`config.mk`:
```
export PLATFORM = sky130hd
export DESIGN_NAME = led_fader
export DESIGN_NICKNAME = d
export VERILOG_FILES = /design/src/rtl/led_fader.sv
export SDC_FILE = /design/constraint.sdc
export NUM_CORES = 1
export LEC_CHECK = 0
export CORE_ASPECT_RATIO = 0.75
export CORE_UTILIZATION = 40
export CTS_CLUSTER_DIAMETER = 100
export DETAILED_ROUTE_END_ITERATION = 10
export PLACE_DENSITY = 0.58
export SYNTH_ARGS = -nofsm -noshare
export SYNTH_HDL_FRONTEND = slang
export SYNTH_SLANG_ARGS = --single-unit
```
`constraint.sdc`:
```
create_clock -name clk -period 2.68 [get_ports clk]
set_input_delay 0.268 -clock clk [delete_from_list [all_inputs] [get_ports clk]]
set_output_delay 0.268 -clock clk [all_outputs]
set_load 0.01 [all_outputs]
```
`src/rtl/led_fader.sv`:
```
// PWM LED fader: each channel ramps its brightness one level per prescaler step
// toward the registered on/off target, and blanks whenever the enable qualifier is low.
module led_fader #(
    parameter int WIDTH    = 4,
    parameter int PWM_BITS = 8,
    parameter int STEP_DIV = 12000
) (
    input  logic             clk,
    input  logic             rst_n,
    input  logic             enable,
    input  logic [WIDTH-1:0] pattern,
    output logic [WIDTH-1:0] led,
    output logic             idle
);

    localparam int PRESC_W = (STEP_DIV > 1) ? $clog2(STEP_DIV) : 1;

    localparam logic [PWM_BITS-1:0] LVL_MAX  = {PWM_BITS{1'b1}};
    localparam logic [PWM_BITS-1:0] LVL_ZERO = {PWM_BITS{1'b0}};
    localparam logic [PWM_BITS-1:0] LVL_ONE  = PWM_BITS'(1'b1);

    localparam logic [PRESC_W-1:0] PRESC_ZERO = {PRESC_W{1'b0}};
    localparam logic [PRESC_W-1:0] PRESC_ONE  = PRESC_W'(1'b1);
    localparam logic [PRESC_W-1:0] PRESC_LAST = PRESC_W'(STEP_DIV - 1);

    typedef enum logic [1:0] {
        ST_OFF     = 2'd0,
        ST_RISING  = 2'd1,
        ST_ON      = 2'd2,
        ST_FALLING = 2'd3
    } state_t;

    logic [WIDTH-1:0]                pattern_r;
    logic                            enable_r;
    logic [PWM_BITS-1:0]             pwm_cnt_r;
    logic [PRESC_W-1:0]              presc_r;
    logic [WIDTH-1:0][PWM_BITS-1:0]  level_r;
    state_t                          state_r [WIDTH];
    logic [WIDTH-1:0]                led_r;
    logic                            idle_r;

    logic                            step_s;
    logic [PRESC_W-1:0]              presc_nxt_s;
    logic [WIDTH-1:0][PWM_BITS-1:0]  level_nxt_s;
    state_t                          state_nxt_s [WIDTH];
    logic [WIDTH-1:0]                led_nxt_s;
    logic                            idle_nxt_s;

    // Saturating one-level move toward the target; holds when no step is due.
    function automatic logic [PWM_BITS-1:0] next_level(
        input logic [PWM_BITS-1:0] lvl,
        input logic                tgt,
        input logic                stp
    );
        logic [PWM_BITS-1:0] res;
        res = lvl;
        if (stp && tgt && (lvl != LVL_MAX)) begin
            res = lvl + LVL_ONE;
        end else if (stp && !tgt && (lvl != LVL_ZERO)) begin
            res = lvl - LVL_ONE;
        end else begin
            res = lvl;
        end
        return res;
    endfunction

    function automatic logic is_settled(input state_t st);
        return (st == ST_OFF) || (st == ST_ON);
    endfunction

    // Prescaler, per-channel level update and PWM compare.
    always_comb begin
        step_s = enable_r && (presc_r == PRESC_LAST);

        if (!enable_r) begin
            presc_nxt_s = PRESC_ZERO;
        end else if (step_s) begin
            presc_nxt_s = PRESC_ZERO;
        end else begin
            presc_nxt_s = presc_r + PRESC_ONE;
        end

        for (int i = 0; i < WIDTH; i++) begin
            if (!enable_r) begin
                level_nxt_s[i] = LVL_ZERO;
            end else begin
                level_nxt_s[i] = next_level(level_r[i], pattern_r[i], step_s);
            end
            led_nxt_s[i] = enable_r && (level_r[i] > pwm_cnt_r);
        end

        idle_nxt_s = 1'b1;
        for (int i = 0; i < WIDTH; i++) begin
            idle_nxt_s = idle_nxt_s & is_settled(state_r[i]);
        end
    end

    // Per-channel next state, judged on the level and target the channel will hold next cycle.
    always_comb begin
        for (int i = 0; i < WIDTH; i++) begin
            state_nxt_s[i] = state_r[i];
            if (!enable_r) begin
                state_nxt_s[i] = ST_OFF;
            end else begin
                case (state_r[i])
                    ST_OFF: begin
                        if (pattern_r[i]) begin
                            state_nxt_s[i] = (level_nxt_s[i] == LVL_MAX) ? ST_ON : ST_RISING;
                        end else begin
                            state_nxt_s[i] = ST_OFF;
                        end
                    end
                    ST_RISING: begin
                        if (!pattern_r[i]) begin
                            state_nxt_s[i] = (level_nxt_s[i] == LVL_ZERO) ? ST_OFF : ST_FALLING;
                        end else if (level_nxt_s[i] == LVL_MAX) begin
                            state_nxt_s[i] = ST_ON;
                        end else begin
                            state_nxt_s[i] = ST_RISING;
                        end
                    end
                    ST_ON: begin
                        if (!pattern_r[i]) begin
                            state_nxt_s[i] = (level_nxt_s[i] == LVL_ZERO) ? ST_OFF : ST_FALLING;
                        end else begin
                            state_nxt_s[i] = ST_ON;
                        end
                    end
                    ST_FALLING: begin
                        if (pattern_r[i]) begin
                            state_nxt_s[i] = (level_nxt_s[i] == LVL_MAX) ? ST_ON : ST_RISING;
                        end else if (level_nxt_s[i] == LVL_ZERO) begin
                            state_nxt_s[i] = ST_OFF;
                        end else begin
                            state_nxt_s[i] = ST_FALLING;
                        end
                    end
                    default: begin
                        state_nxt_s[i] = ST_OFF;
                    end
                endcase
            end
        end
    end

    // Input capture, counters, levels and registered outputs.
    always_ff @(posedge clk or negedge rst_n) begin
        if (!rst_n) begin
            pattern_r <= {WIDTH{1'b0}};
            enable_r  <= 1'b0;
            pwm_cnt_r <= LVL_ZERO;
            presc_r   <= PRESC_ZERO;
            level_r   <= {WIDTH{LVL_ZERO}};
            led_r     <= {WIDTH{1'b0}};
            idle_r    <= 1'b1;
        end else begin
            pattern_r <= pattern;
            enable_r  <= enable;
            pwm_cnt_r <= pwm_cnt_r + LVL_ONE;
            presc_r   <= presc_nxt_s;
            level_r   <= level_nxt_s;
            led_r     <= led_nxt_s;
            idle_r    <= idle_nxt_s;
        end
    end

    // Channel state register.
    always_ff @(posedge clk or negedge rst_n) begin
        if (!rst_n) begin
            for (int i = 0; i < WIDTH; i++) begin
                state_r[i] <= ST_OFF;
            end
        end else begin
            for (int i = 0; i < WIDTH; i++) begin
                state_r[i] <= state_nxt_s[i];
            end
        end
    end

    assign led  = led_r;
    assign idle = idle_r;

endmodule

```
==> impl_metrics.csv, run 1 <==
group,metric,value,unit
run_status,status,"complete, but fails checks",
run_status,violations,"negative setup slack",
cells_and_area,diodes,0,
timing,skew,0.00864,ns
cells_and_area,layout_commonest_cell,"buf_4",
setup_path,r2r_slack,-0.12,ns
pwr,peakVddDrop,0.000348,V
die,rows,35,
die,dieWidth,134,µm
setup_path,crit_slowest_cell,"a2111oi_0",
setup_path,critPathKind,"reg2reg",
timing,fin_tns_setup,-0.349,ns
run,drv_cap,0,
routing,wire_per_inst,19.0,µm
timing,drv_slew,0,
setup_path,reg2reg_from,"presc_r[0]",
placed_design,dpl-instance-area,0.00595,mm²
pwr,p_leak,0.00310,µW
global_route,overflow,0,
routing,vias,5009,
logic_synthesis,syn_area,0.00519,mm²
setup_path,endpoint_kind,"flop",
logic_synthesis,ys_seq_area_share,34.7,%
timing,fmax,0.357,GHz
placed_design,gp_congestion,0.954,
routing,drc,0,
cells_and_area,drive_gt1_share,29.9,%
routing,wl,16100,µm
logic_synthesis,ys_ff_latch,72,
global_route,grt_util_all_layers,23.8,%
die,pin_count,12,
global_route,grt_max_degree,73,
logic_synthesis,syn_area_per_cell,9.01,µm²
cts,cts_made_buffers,9,
timing,hold_viol,0,
routing,highest_layer,"met4",
cells_and_area,final_cell_mix,"buf_4 (104), dfrtp_1 (69), nor2_1 (40), ha_1 (37), nand2_1 (30)",
setup_path,cp.arrival,3.03,ns
cells_and_area,fin_nets,724,
logic_synthesis,synthDistinctLibCells,71,
setup_path,rr_worst_depth,10,
die,core-area,0.0125,mm²
global_route,antenna_found_initial,0,
setup_path,cp.required,2.90,ns
routing,drtIter0Drc,454,
timing,max_slew.worst_pin.slew,0.941,ns
timing,period_minus_slack,2.80,ns
timing,post-route-period-util,105,%
die,initial_core_util,41.6,%
routing,vias_per_cell,5.92,
cts,clock_path_buffers,2,
die,dieHeight,101,µm
global_route,grt_pass1_vias,4900,
setup_path,path_max_fanout,10,
cts,insertion_delay,0.34,ns
routing,wl_met2,7400,µm
cts,cts_sinks,72,
placed_design,dpl.hpwl,10400,µm
logic_synthesis,synth_cells,576,
setup_path,reg2reg_to,"state_r[3]",
global_route,grt_pass1_wl,25100,µm
timing,fin_ws,-0.122,ns
logic_synthesis,synthesis.nets,625,
timing,relSlewSlack,37.3,%
logic_synthesis,synth_edf_count,0,
cts,hold_buffers,0,
routing,wirelength_met1,7550,µm
cts,cts-root-buf,"clkbuf_16",
logic_synthesis,async_flop_share,100,%
min_path,hp-class,"in2async",
placed_design,io_buffer_count,11,
die,die-area,0.0134,mm²
cts,h-tree-depth,3,
cts,cts_tree,"yes",
logic_synthesis,ys.flop_type,"dfrtp_1",
routing,antenna_left,0,
timing,rsz0062_at_grt,"yes",
cts,cts.reportedPaths.clkPinSlew,0.07,ns
cells_and_area,syn_to_final_growth,33.9,%
routing,drt-pass1-iter-count,5,
routing,wl_met3,823,µm
setup_path,start_kind,"flop",
setup_path,path_cells,"ha_2 -> and4_4 -> nand4_1 -> buf_4 -> o311ai_0 -> o21ai_1 -> buf_4 -> a2111oi_0 -> o2bb2ai_1 -> o2bb2ai_1",
logic_synthesis,yosys_warnings,0,
pwr,power_density,364,mW/mm²
cells_and_area,final_cell_area,0.00695,mm²
setup_path,cp_slowest_stage_delay,0.40,ns
timing,finalSetupViolCount,5,
-- report_power, final --
| part | internal (µW) | leakage [µW] | switching [µW] | total [µW] |
|---|---|---|---|---|
| clock network | 761 | 0.000152 | 518 | 1280 |
| logic | 49.6 | 0.00198 | 80.6 | 130 |
| registers | 1100 | 0.000966 | 18.7 | 1120 |
| total | 1910 | 0.00310 | 617 | 2530 |
-- cell usage after synthesis, types with 5 or more instances --
master / instances / area [µm²]
nand3_1: 25 / 125
xor2_1: 11 / 96.3
nand4_1: 28 / 175
and3_1: 10 / 62.6
nand2b_1: 10 / 62.6
o22ai_1: 7 / 43.8
a21oi_1: 26 / 130
nor4_1: 17 / 106
a22oi_1: 5 / 37.5
nor3_1: 12 / 60.1
ha_1: 42 / 526
o211ai_1: 11 / 82.6
a21o_1: 8 / 60.1
or3_1: 8 / 50.1
and2_1: 5 / 31.3
o21ai_0: 27 / 135
dfrtp_1: 71 / 1780
or4_1: 7 / 52.6
xnor2_1: 17 / 149
inv_1: 27 / 101
mux2i_1: 11 / 110
nor4b_1: 5 / 43.8
o211a_1: 5 / 50.1
nand2_1: 31 / 116
clkbuf_1: 19 / 71.3
nor2_1: 44 / 165
-- how the worst max path moves through the flow --
stage	start	to
3_5_place_dp	level_r[9]	state_r[4]
4_1_cts	level_r[24]	state_r[1]
2_1_floorplan	level_r[9]	state_r[4]
5_1_grt	presc_r[0]	state_r[3]
3_3_place_gp	level_r[9]	state_r[4]
6_report	presc_r[0]	state_r[3]
-- flip-flops by register name (all words and copies together), names as in the netlist --
signal,flops
idle,1
level_r,32
pwm_cnt_r,8
enable_r,1
led,4
state_r,8
presc_r,14
pattern_r,4
-- layout make-up --
cell class	instances	area [µm²]
Fill cell	1077	5530
Multi-Input combinational cell	447	3560
Sequential cell	72	1810
Timing Repair Buffer	118	956
Clock buffer	10	239
Tap cell	166	208
Inverter	27	101
Clock inverter	6	75.1
-- through the flow --
| step | hold WS (ns) | power (µW) | worst slack [ns] | util (%) | cells |
|---|---|---|---|---|---|
| 6_report | 0.0605 | 2530 | -0.122 | 55.7 | 846 |
| 5_1_grt | 0.170 | 2600 | -0.306 | 55.7 | 846 |
| 2_1_floorplan | -0.0276 | 1190 | -0.00413 | - | 576 |
| 4_1_cts | 0.117 | 2530 | -0.0172 | 52.4 | 832 |
| 3_3_place_gp | 0.461 | 1250 | -0.0236 | 47.7 | 800 |
| 3_5_place_dp | 0.466 | 1250 | -0.0987 | 47.7 | 800 |
-- critical path: cells and delay by family, from the launching register on --
kind,cells,cell delay (ns)
AOI/OAI and AO/OA,5,1.21
buffers and inverters,2,0.44
adders and majority gates,1,0.20
DFF,1,0.36
and+or+nand+nor,2,0.46
-- cell families after synthesis --
family | count (synthesis) | synth area share [%]
AO/OA/AOI/OAI | 134 | 17.8
XOR/XNOR | 28 | 4.73
adder cells (fa/ha/maj) | 42 | 10.1
buffers and inverters | 57 | 5.23
flip-flops | 72 | 34.7
multiplexers | 11 | 2.12
AND/OR/NAND/NOR | 232 | 25.3
-- layer usage --
metal | GRT usage (%) | vias to the layer above
li1 | - | 2370
met1 | 33.5 | 2444
met2 | 37.3 | 170
met3 | 4.12 | 25
met4 | 6.99 | 0
met5 | 0 | -
-- what timing repair did --
action,in CTS,in global routing
resized for setup,30,54
endpoints found under the setup margin,7,8
buffers inserted,15,14
pin swaps,16,14
cloned,1,0
Power figures use the tool's default switching activity.
==> run 2, diff against run 1 <==
--- a/config.mk
+++ b/config.mk
@@ -9,7 +9,6 @@
 export CORE_UTILIZATION = 40
 export CTS_CLUSTER_DIAMETER = 100
 export DETAILED_ROUTE_END_ITERATION = 10
-export PLACE_DENSITY = 0.58
 export SYNTH_ARGS = -nofsm -noshare
 export SYNTH_HDL_FRONTEND = slang
 export SYNTH_SLANG_ARGS = --single-unit
==> run 2 against run 1 <==
Against the previous run: the run still ends with negative setup slack left; count of clock-buffer cells in the layout up 1; combinational power down 11%; wire length down 4.9%; non-clock buffer count down 6; clock power down 4%; setup slack better by 0.073 ns; largest power group unchanged.
==> impl_metrics.csv, run 2 (same netlist as run 1, synthesis figures left out) <==
group,metric,value,unit
run_status,status,"complete, but fails checks",
run_status,violations,"negative setup slack",
cts,hold_buffers,0,
timing,rsz0062_at_grt,"yes",
timing,hold_viol,0,
routing,wl_met2,6670,µm
cts,cts.reportedPaths.clkPinSlew,0.06,ns
routing,drc,0,
cells_and_area,syn_to_final_growth,29.7,%
setup_path,cp_num_buf_inv,1,
routing,highest_layer,"met4",
timing,post-route-period-util,102,%
timing,fmax,0.366,GHz
cells_and_area,reg_top3,"level_r: 32 flops, presc_r: 14 flops",
die,dieWidth,134,µm
global_route,grt_pass1_vias,4644,
global_route,overflow,0,
die,die-area,0.0134,mm²
global_route,grt_max_degree,73,
setup_path,crit_family,"compound AO/OA/AOI/OAI gates",
placed_design,dpl-instance-area,0.00601,mm²
cells_and_area,diodes,0,
placed_design,dpl.hpwl,10600,µm
routing,wirelength_met1,7390,µm
timing,fin_ws,-0.0493,ns
setup_path,path_cells,"buf_6 -> ha_4 -> nand4_1 -> o31ai_4 -> nor2_1 -> a221o_1 -> o41a_1 -> nor4_4 -> a221oi_2 -> o21a_1",
cells_and_area,final_cell_mix,"buf_4 (98), dfrtp_1 (70), nor2_1 (41), ha_1 (37), nand2_1 (31)",
placed_design,pre_cts_ws,-0.0913,ns
placed_design,placedCellCount,808,
cells_and_area,drive_gt1_share,26.3,%
pwr,power_density,366,mW/mm²
routing,wl_met3,994,µm
cells_and_area,largest_register_ffs,32,
die,pin_count,12,
global_route,antenna_found_initial,0,
cells_and_area,fin_nets,718,
setup_path,crit_slowest_cell,"o41a_1",
routing,drt-pass1-iter-count,6,
placed_design,gp_congestion,0.919,
die,core-area,0.0125,mm²
setup_path,path_max_fanout,5,
routing,antenna_left,0,
routing,wire_per_inst,18.2,µm
run,drv_cap,0,
setup_path,cp.required,2.90,ns
cells_and_area,top_register,"level_r",
pwr,p_leak,0.00305,µW
cells_and_area,fin_cells,840,
min_path,hp-class,"in2async",
setup_path,critPathKind,"reg2reg",
die,dieHeight,101,µm
setup_path,cp.arrival,2.95,ns
routing,vias_per_cell,5.92,
cts,cts-root-buf,"clkbuf_16",
timing,drv_slew,0,
global_route,grt_util_all_layers,23.0,%
die,initial_core_util,41.6,%
timing,max_slew.worst_pin.slew,0.953,ns
placed_design,io_buffer_count,11,
cts,cts_sinks,72,
die,rows,35,
timing,period_minus_slack,2.73,ns
setup_path,endpoint_kind,"flop",
timing,skew,0.00366,ns
setup_path,start_kind,"flop",
cts,h-tree-depth,3,
cts,insertion_delay,0.34,ns
timing,relSlewSlack,36.5,%
routing,drtIter0Drc,421,
global_route,grt_pass1_wl,24100,µm
pwr,peakVddDrop,0.000249,V
cells_and_area,layout_commonest_cell,"buf_4",
routing,wl,15300,µm
cts,cts_tree,"yes",
routing,vias,4976,
cells_and_area,multi_input_area,0.00342,mm²
cells_and_area,final_cell_area,0.00673,mm²
cells_and_area,fill_cells,1130,
cts,cts_made_buffers,9,
cells_and_area,seqCellArea,0.00180,mm²
cts,clock_path_buffers,2,
setup_path,cp_slowest_stage_delay,0.45,ns
timing,finalSetupViolCount,5,
run 2: through the flow:
stage               setup TNS, ns  hold WS [ns]  total power [µW]  utilization, %
floorplan                -0.00456       -0.0276              1190               -
global placement          -0.0738         0.431              1240            48.2
detailed placement         -0.382         0.431              1240            48.2
CTS                             0         0.118              2470            51.3
global route               -0.676         0.151              2540            53.9
finish                    -0.0932        0.0730              2460            53.9
run 2: metal layers:
metal | global-route usage [%] | vias to the layer above
met1 | 33.3 | 2403
met2 | 34.7 | 198
li1 | - | 2355
met5 | 0 | -
met4 | 6.73 | 0
met3 | 4.27 | 20
run 2: area by class of cell:
| cell class | instances | area share (%) |
|---|---|---|
| clock buffers | 11 | 3.61 |
| clock inverters | 5 | 0.836 |
| inverters | 27 | 1.51 |
| multi-input cells | 447 | 50.7 |
| flip-flops and latches | 72 | 26.8 |
| well taps | 166 | 3.09 |
| repair buffers | 112 | 13.4 |
run 2: repair_timing:
item                                   in CTS  in global routing
pin swaps                                   3                 15
cloned                                      0                  1
setup endpoints to repair                   8                  8
gates resized for setup                    18                 38
setup buffers                               1                 14
endpoints found under the hold margin       0                  0
run 2: final timing paths:
| check | endpoint | start | slack, ns | cells past startpoint |
|---|---|---|---|---|
| hold / removal | pattern_r[1] | rst_n | 0.07 | 1 |
| hold reg to reg | idle | state_r[4] | 0.46 | 1 |
| setup / recovery | state_r[1] | level_r[25] | -0.05 | 10 |
| min in group clk | pattern_r[2] | pattern[2] | 0.36 | 1 |
| setup reg to reg | state_r[1] | level_r[25] | -0.05 | 10 |
| max in group asynchronous | pattern_r[3] | rst_n | 1.92 | 1 |
run 2: power breakdown:
part / switching (µW) / internal [µW]
clock network: 481 / 745
registers: 17.7 / 1100
logic: 73.8 / 42.4
total: 573 / 1890
